[config.mk]
export PLATFORM = sky130hd
export DESIGN_NAME = imem_loader
export DESIGN_NICKNAME = d
export VERILOG_FILES = /design/src/rtl/imem_loader_pkg.sv /design/src/rtl/imem_loader_byte_assembler.sv /design/src/rtl/imem_loader.sv
export SDC_FILE = /design/constraint.sdc
export NUM_CORES = 1
export LEC_CHECK = 0
export ABC_AREA = 1
export BUFFER_PORTS_ARGS = -buffer_cell sky130_fd_sc_hd__buf_4
export CAP_MARGIN = 25
export CORE_MARGIN = 4
export CORE_UTILIZATION = 57
export CTS_CLUSTER_SIZE = 10
export DETAILED_ROUTE_END_ITERATION = 10
export PLACE_DENSITY = 0.8
export REMOVE_ABC_BUFFERS = 1
export SYNTH_ARGS = -nofsm -noshare
export SYNTH_HDL_FRONTEND = slang
export SYNTH_SLANG_ARGS = --single-unit
[constraint.sdc]
create_clock -name clk -period 2.4 [get_ports clk]
set_clock_uncertainty 0.05 [all_clocks]
set_input_delay 0.12 -clock clk [delete_from_list [all_inputs] [get_ports clk]]
set_output_delay 0.12 -clock clk [all_outputs]
set_load 0.05 [all_outputs]
[src/rtl/imem_loader_pkg.sv]
// Shared definitions for the instruction-memory loader: FSM state encodings and word geometry.
package imem_loader_pkg;

    localparam int WORD_BYTES = 4;

    typedef enum logic [2:0] {
        ST_IDLE,
        ST_HDR,
        ST_DATA,
        ST_WRITE,
        ST_CHECK,
        ST_DONE,
        ST_ERR
    } state_t;

endpackage

[src/rtl/imem_loader_byte_assembler.sv]
// Packs accepted bytes little-endian into 32-bit words; o_word_ready pulses
// combinationally on the cycle the final byte of a word is being accepted.
module imem_loader_byte_assembler
    import imem_loader_pkg::*;
(
    input  logic        clk,
    input  logic        i_srst,
    input  logic        i_clear,
    input  logic        i_accept,
    input  logic [7:0]  i_byte,
    output logic [31:0] o_word,
    output logic        o_word_ready
);

    logic [23:0] r_shift;
    logic [1:0]  r_cnt;

    // Bytes enter at the top and shift down, so the first byte ends up in bits 7:0.
    always_ff @(posedge clk) begin
        if (i_srst || i_clear) begin
            r_shift <= '0;
            r_cnt   <= '0;
        end else if (i_accept) begin
            r_shift <= {i_byte, r_shift[23:8]};
            r_cnt   <= r_cnt + 2'd1;
        end
    end

    assign o_word_ready = i_accept && (r_cnt == 2'(WORD_BYTES - 1));
    assign o_word       = {i_byte, r_shift};

endmodule

[src/rtl/imem_loader.sv]
// Length-prefixed byte-stream loader that writes the instruction memory and holds the CPU
// in reset until the image is in place. Define IMEM_LOADER_CHECKSUM_EN for a trailing sum byte.
module imem_loader
    import imem_loader_pkg::*;
#(
    parameter int                    ADDR_WIDTH = 32,
    parameter logic [ADDR_WIDTH-1:0] BASE_ADDR  = '0,
    parameter int                    MAX_WORDS  = 256
) (
    input  logic                  clk,
    input  logic                  reset,
    input  logic                  start,
    input  logic                  in_valid,
    input  logic [7:0]            in_data,
    output logic                  in_ready,
    output logic                  imem_wr_en,
    output logic [ADDR_WIDTH-1:0] imem_wr_addr,
    output logic [31:0]           imem_wr_data,
    output logic                  cpu_reset,
    output logic                  busy,
    output logic                  done,
    output logic                  error
);

    localparam int CNT_W = $clog2(MAX_WORDS + 1);

    state_t                r_state;
    state_t                w_state_next;
    logic [CNT_W-1:0]      r_len;
    logic [CNT_W-1:0]      r_word_cnt;
    logic [ADDR_WIDTH-1:0] r_addr;
    logic [31:0]           r_wdata;

    logic        w_accept;
    logic        w_start_ok;
    logic        w_word_ready;
    logic [31:0] w_word;
    logic        w_hdr_bad;
    logic        w_last_word;
    logic        w_chk_ok;

    assign in_ready   = (r_state == ST_HDR) || (r_state == ST_DATA) || (r_state == ST_CHECK);
    assign w_accept   = in_valid && in_ready;
    assign w_start_ok = start && ((r_state == ST_IDLE) || (r_state == ST_DONE) || (r_state == ST_ERR));

    // The checksum byte never enters the assembler, so its counter stays word-aligned.
    imem_loader_byte_assembler u_asm (
        .clk          (clk),
        .i_srst       (reset),
        .i_clear      (w_start_ok),
        .i_accept     (w_accept && (r_state != ST_CHECK)),
        .i_byte       (in_data),
        .o_word       (w_word),
        .o_word_ready (w_word_ready)
    );

    assign w_hdr_bad   = (w_word == 32'd0) || (w_word > 32'(MAX_WORDS));
    assign w_last_word = (r_word_cnt + CNT_W'(1)) == r_len;

`ifdef IMEM_LOADER_CHECKSUM_EN
    logic [7:0] r_sum;

    always_ff @(posedge clk) begin
        if (reset || w_start_ok) begin
            r_sum <= '0;
        end else if (w_accept && (r_state == ST_DATA)) begin
            r_sum <= r_sum + in_data;
        end
    end

    assign w_chk_ok = (in_data == r_sum);
`else
    assign w_chk_ok = 1'b1;
`endif

    always_comb begin
        w_state_next = r_state;
        unique case (r_state)
            ST_IDLE, ST_DONE, ST_ERR: if (w_start_ok) w_state_next = ST_HDR;
            ST_HDR:   if (w_word_ready) w_state_next = w_hdr_bad ? ST_ERR : ST_DATA;
            ST_DATA:  if (w_word_ready) w_state_next = ST_WRITE;
            ST_WRITE: begin
                if (w_last_word) begin
`ifdef IMEM_LOADER_CHECKSUM_EN
                    w_state_next = ST_CHECK;
`else
                    w_state_next = ST_DONE;
`endif
                end else begin
                    w_state_next = ST_DATA;
                end
            end
            ST_CHECK: if (w_accept) w_state_next = w_chk_ok ? ST_DONE : ST_ERR;
            default:  w_state_next = ST_IDLE;
        endcase
    end

    always_ff @(posedge clk) begin
        if (reset) begin
            r_state    <= ST_IDLE;
            r_addr     <= BASE_ADDR;
            r_wdata    <= '0;
            r_len      <= '0;
            r_word_cnt <= '0;
        end else begin
            r_state <= w_state_next;
            if (w_start_ok) begin
                r_word_cnt <= '0;
            end
            // Header range is checked before truncation, so a stored length always fits CNT_W.
            if ((r_state == ST_HDR) && w_word_ready) begin
                r_len  <= w_word[CNT_W-1:0];
                r_addr <= BASE_ADDR;
            end
            if ((r_state == ST_DATA) && w_word_ready) begin
                r_wdata <= w_word;
            end
            if (r_state == ST_WRITE) begin
                r_word_cnt <= r_word_cnt + CNT_W'(1);
                r_addr     <= r_addr + ADDR_WIDTH'(WORD_BYTES);
            end
        end
    end

    assign imem_wr_en   = (r_state == ST_WRITE);
    assign imem_wr_addr = r_addr;
    assign imem_wr_data = r_wdata;
    assign busy         = (r_state == ST_HDR) || (r_state == ST_DATA) ||
                          (r_state == ST_WRITE) || (r_state == ST_CHECK);
    assign done         = (r_state == ST_DONE);
    assign error        = (r_state == ST_ERR);
    assign cpu_reset    = (r_state != ST_DONE);

endmodule

==> impl_metrics.toml <==
[run_status]
status = "completed"

[clock_tree]
cts_max_level = 3
cts_tree = "done"
cts_buffers = 9
cts_setup_buffers = 0
insertion_delay_ns = 0.39
cts-root-buf = "clkbuf_8"
clk_pin_slew_worst_paths_ns = 0.13
cts.sinks = 109
clockBufferDepth = 2

[route]
via_per_inst = 5.59
routed_wirelength_mm = 13.3
initialDrtViolationCount = 334
ant_nets = 0
dr.pass1.iters = 5
num_vias = 4991
drc = 0
wl_per_cell_microns = 14.9

[power]
power_frac_seq = 0.466
combPwrFrac = 0.283
p_clk_frac = 0.251
intPower_w = 0.00269
p_sw_frac = 0.383
max-vdd-ir-drop_v = 0.000452
p_sw_w = 0.00167
p_per_area_mw_per_mm2 = 715
p_leak_nw = 2.47

[timing]
timing.slew.headroom = 0.653
fin_ws_ns = 0.324
rsz0062_at_grt = "no"
worst_pin_slew_ns = 0.518
fin_crit_ns = 2.08
hold_viol = 0
setup_viol = 0
timing.fmax_mhz = 482
finalCritPeriodShare = 0.865
slew_viol_final = 0

[critical_path]
crit_path_end_kind = "register"
required_ns = 2.66
cp.arrival_ns = 2.34
r2r_slack_ns = 0.32
critPathLaunchType = "register"
worstSetupPathType = "reg2reg"
cp_max_fo = 31

[synth]
ys_ff_latch = 109
yosysTopAreaCellShare = 0.421
yosys_warnings = 0
yosys.area.top_type = "dfxtp_1"
synth_xor_area_frac = 0.0101
syn_avg_cell_area_sq_um = 7.35
yosys-top-cells-area = "dfxtp_1, nand2_1, a21oi_1, inv_1, o21ai_0"
synthesis.area_sq_mm = 0.00518
synth_compound_area_frac = 0.186
ys_types = 42
syn_inst = 705
async_flop_share = 0
synth-adder-area-share = 0.00724
synth_edf_count = 0
synth-simple-area-share = 0.281
synth-main-ff-cell = "dfxtp_1"
synth.most_common_cell = "nand2_1"
synth_mux_area_frac = 0
synth_top_family_by_area = "simple AND/OR/NAND/NOR gates"
yosysSeqAreaShare = 0.421
synthTopCellsByCount = "nand2_1, dfxtp_1, a21oi_1"

[layout]
layout-drive-gt1-share = 0.185
final_util = 0.692
area_growth_syn_to_layout_pct = 17.5
antenna-diode-count = 0
fin_cells = 893
fin_area_sq_mm = 0.00609
nNetsFinal = 795

[placed_design]
placed_cell_area_sq_mm = 0.00582
place_inst = 869
place.port_buffers = 79
place.gp.congestion = 0.907
place_hpwl_mm = 9.64
dp_slack_ns = 0.387

[floorplanning]
dieArea_sq_mm = 0.0107
ios = 82
coreArea_sq_mm = 0.00881
row_count = 34
fp.dieW_microns = 103
die_h_microns = 103
start_util = 0.589

[global_routing]
grt_pass1_wl_mm = 21.6
grt_overflow = 0
grt_max_degree = 51
antenna_found_initial = 0
first_global_vias = 4642
grt_usage = 0.251

[flow_run]
cap_violations = 0

[min_path]
worst_hold_path_type = "in2reg"
[critical path: stages, from the launching register on]
cell and delay [ns]:
dfxtp_1 0.41, inv_2 0.12, nor2_4 0.13, nand2_4 0.09
nand2_2 0.11, nand2_4 0.08, nor2_8 0.11, inv_2 0.08
nor2_8 0.33, buf_4 0.24, o21ai_0 0.09, a21oi_1 0.14
[metal layers]
layer / share of wire / track usage
met5: 0 / 0
met4: 0.011 / 0.0608
met3: 0.064 / 0.0577
met2: 0.48 / 0.424
met1: 0.45 / 0.327
[state kept, by name, indices dropped and copies added, names as in the netlist]
name           flops
imem_wr_data      32
imem_wr_addr      30
u_asm.r_shift     24
r_len              9
r_word_cnt         9
r_state            3
u_asm.r_cnt        2
[stage by stage]
step                hold slack, ns  setup TNS [ns]  total power (W)
floorplan                    0.139          -25.41          0.00293
global placement             0.333               0          0.00324
detailed placement           0.342               0          0.00329
CTS                         0.0707               0          0.00437
global route                 0.102               0          0.00459
finish                      0.0808               0          0.00436
[timing repair]
item	4_1_cts	5_1_grt
setup endpoints to repair	0	0
endpoints found under the hold margin	15	0
hold buffers	8	0
resized for setup	0	0
[cell usage in the layout (no fill, tap or decap), types with 3 or more instances in the layout]
cell	n
nor2_2	6
nor2_4	4
nor3_2	3
nor3_1	15
o21ai_1	13
dfxtp_1	109
clkbuf_8	9
nor4_1	4
inv_1	76
nand2_2	6
nand3b_1	6
ha_1	3
buf_4	86
nor2_1	57
nand2_1	126
xor2_1	5
nand3_2	3
nand4_1	15
dlygate4sd3_1	8
inv_2	6
a21oi_1	79
nand2_4	3
a221oi_1	3
a211oi_1	27
inv_6	3
nand3_1	40
o21ai_0	43
or2_2	5
[power by group through the flow]
stage | Sequential (W) | Clock (W) | Combinational (W)
detailed placement | 0.00207 | 0 | 0.00122
CTS | 0.00203 | 0.00111 | 0.00123
global route | 0.00205 | 0.00118 | 0.00136
floorplan | 0.00205 | 0 | 0.000882
global placement | 0.00206 | 0 | 0.00118
finish | 0.00203 | 0.00109 | 0.00123
[cell type report]
cell class	instances	area, sq um
Tap cell	108	135
Fill cell	764	2720
Multi-Input combinational cell	482	2520
Clock inverter	6	62.6
Inverter	83	314
Clock buffer	10	128
Timing Repair Buffer	95	746
Sequential cell	109	2180
[logic make-up after synthesis]
group	Yosys count
xor+xnor	6
simple gates	299
fa+ha+maj	3
compound gates	172
other cells	1
buf+inv	115
flops	109
[worst paths after layout]
path,cells past startpoint,end,start
setup / recovery,11,imem_wr_data[11],r_state[1]
hold / removal,4,r_word_cnt[0],start
setup reg to reg,11,imem_wr_data[11],r_state[1]
hold reg to reg,2,u_asm.r_cnt[1],u_asm.r_cnt[1]
Power figures use the tool's default switching activity.
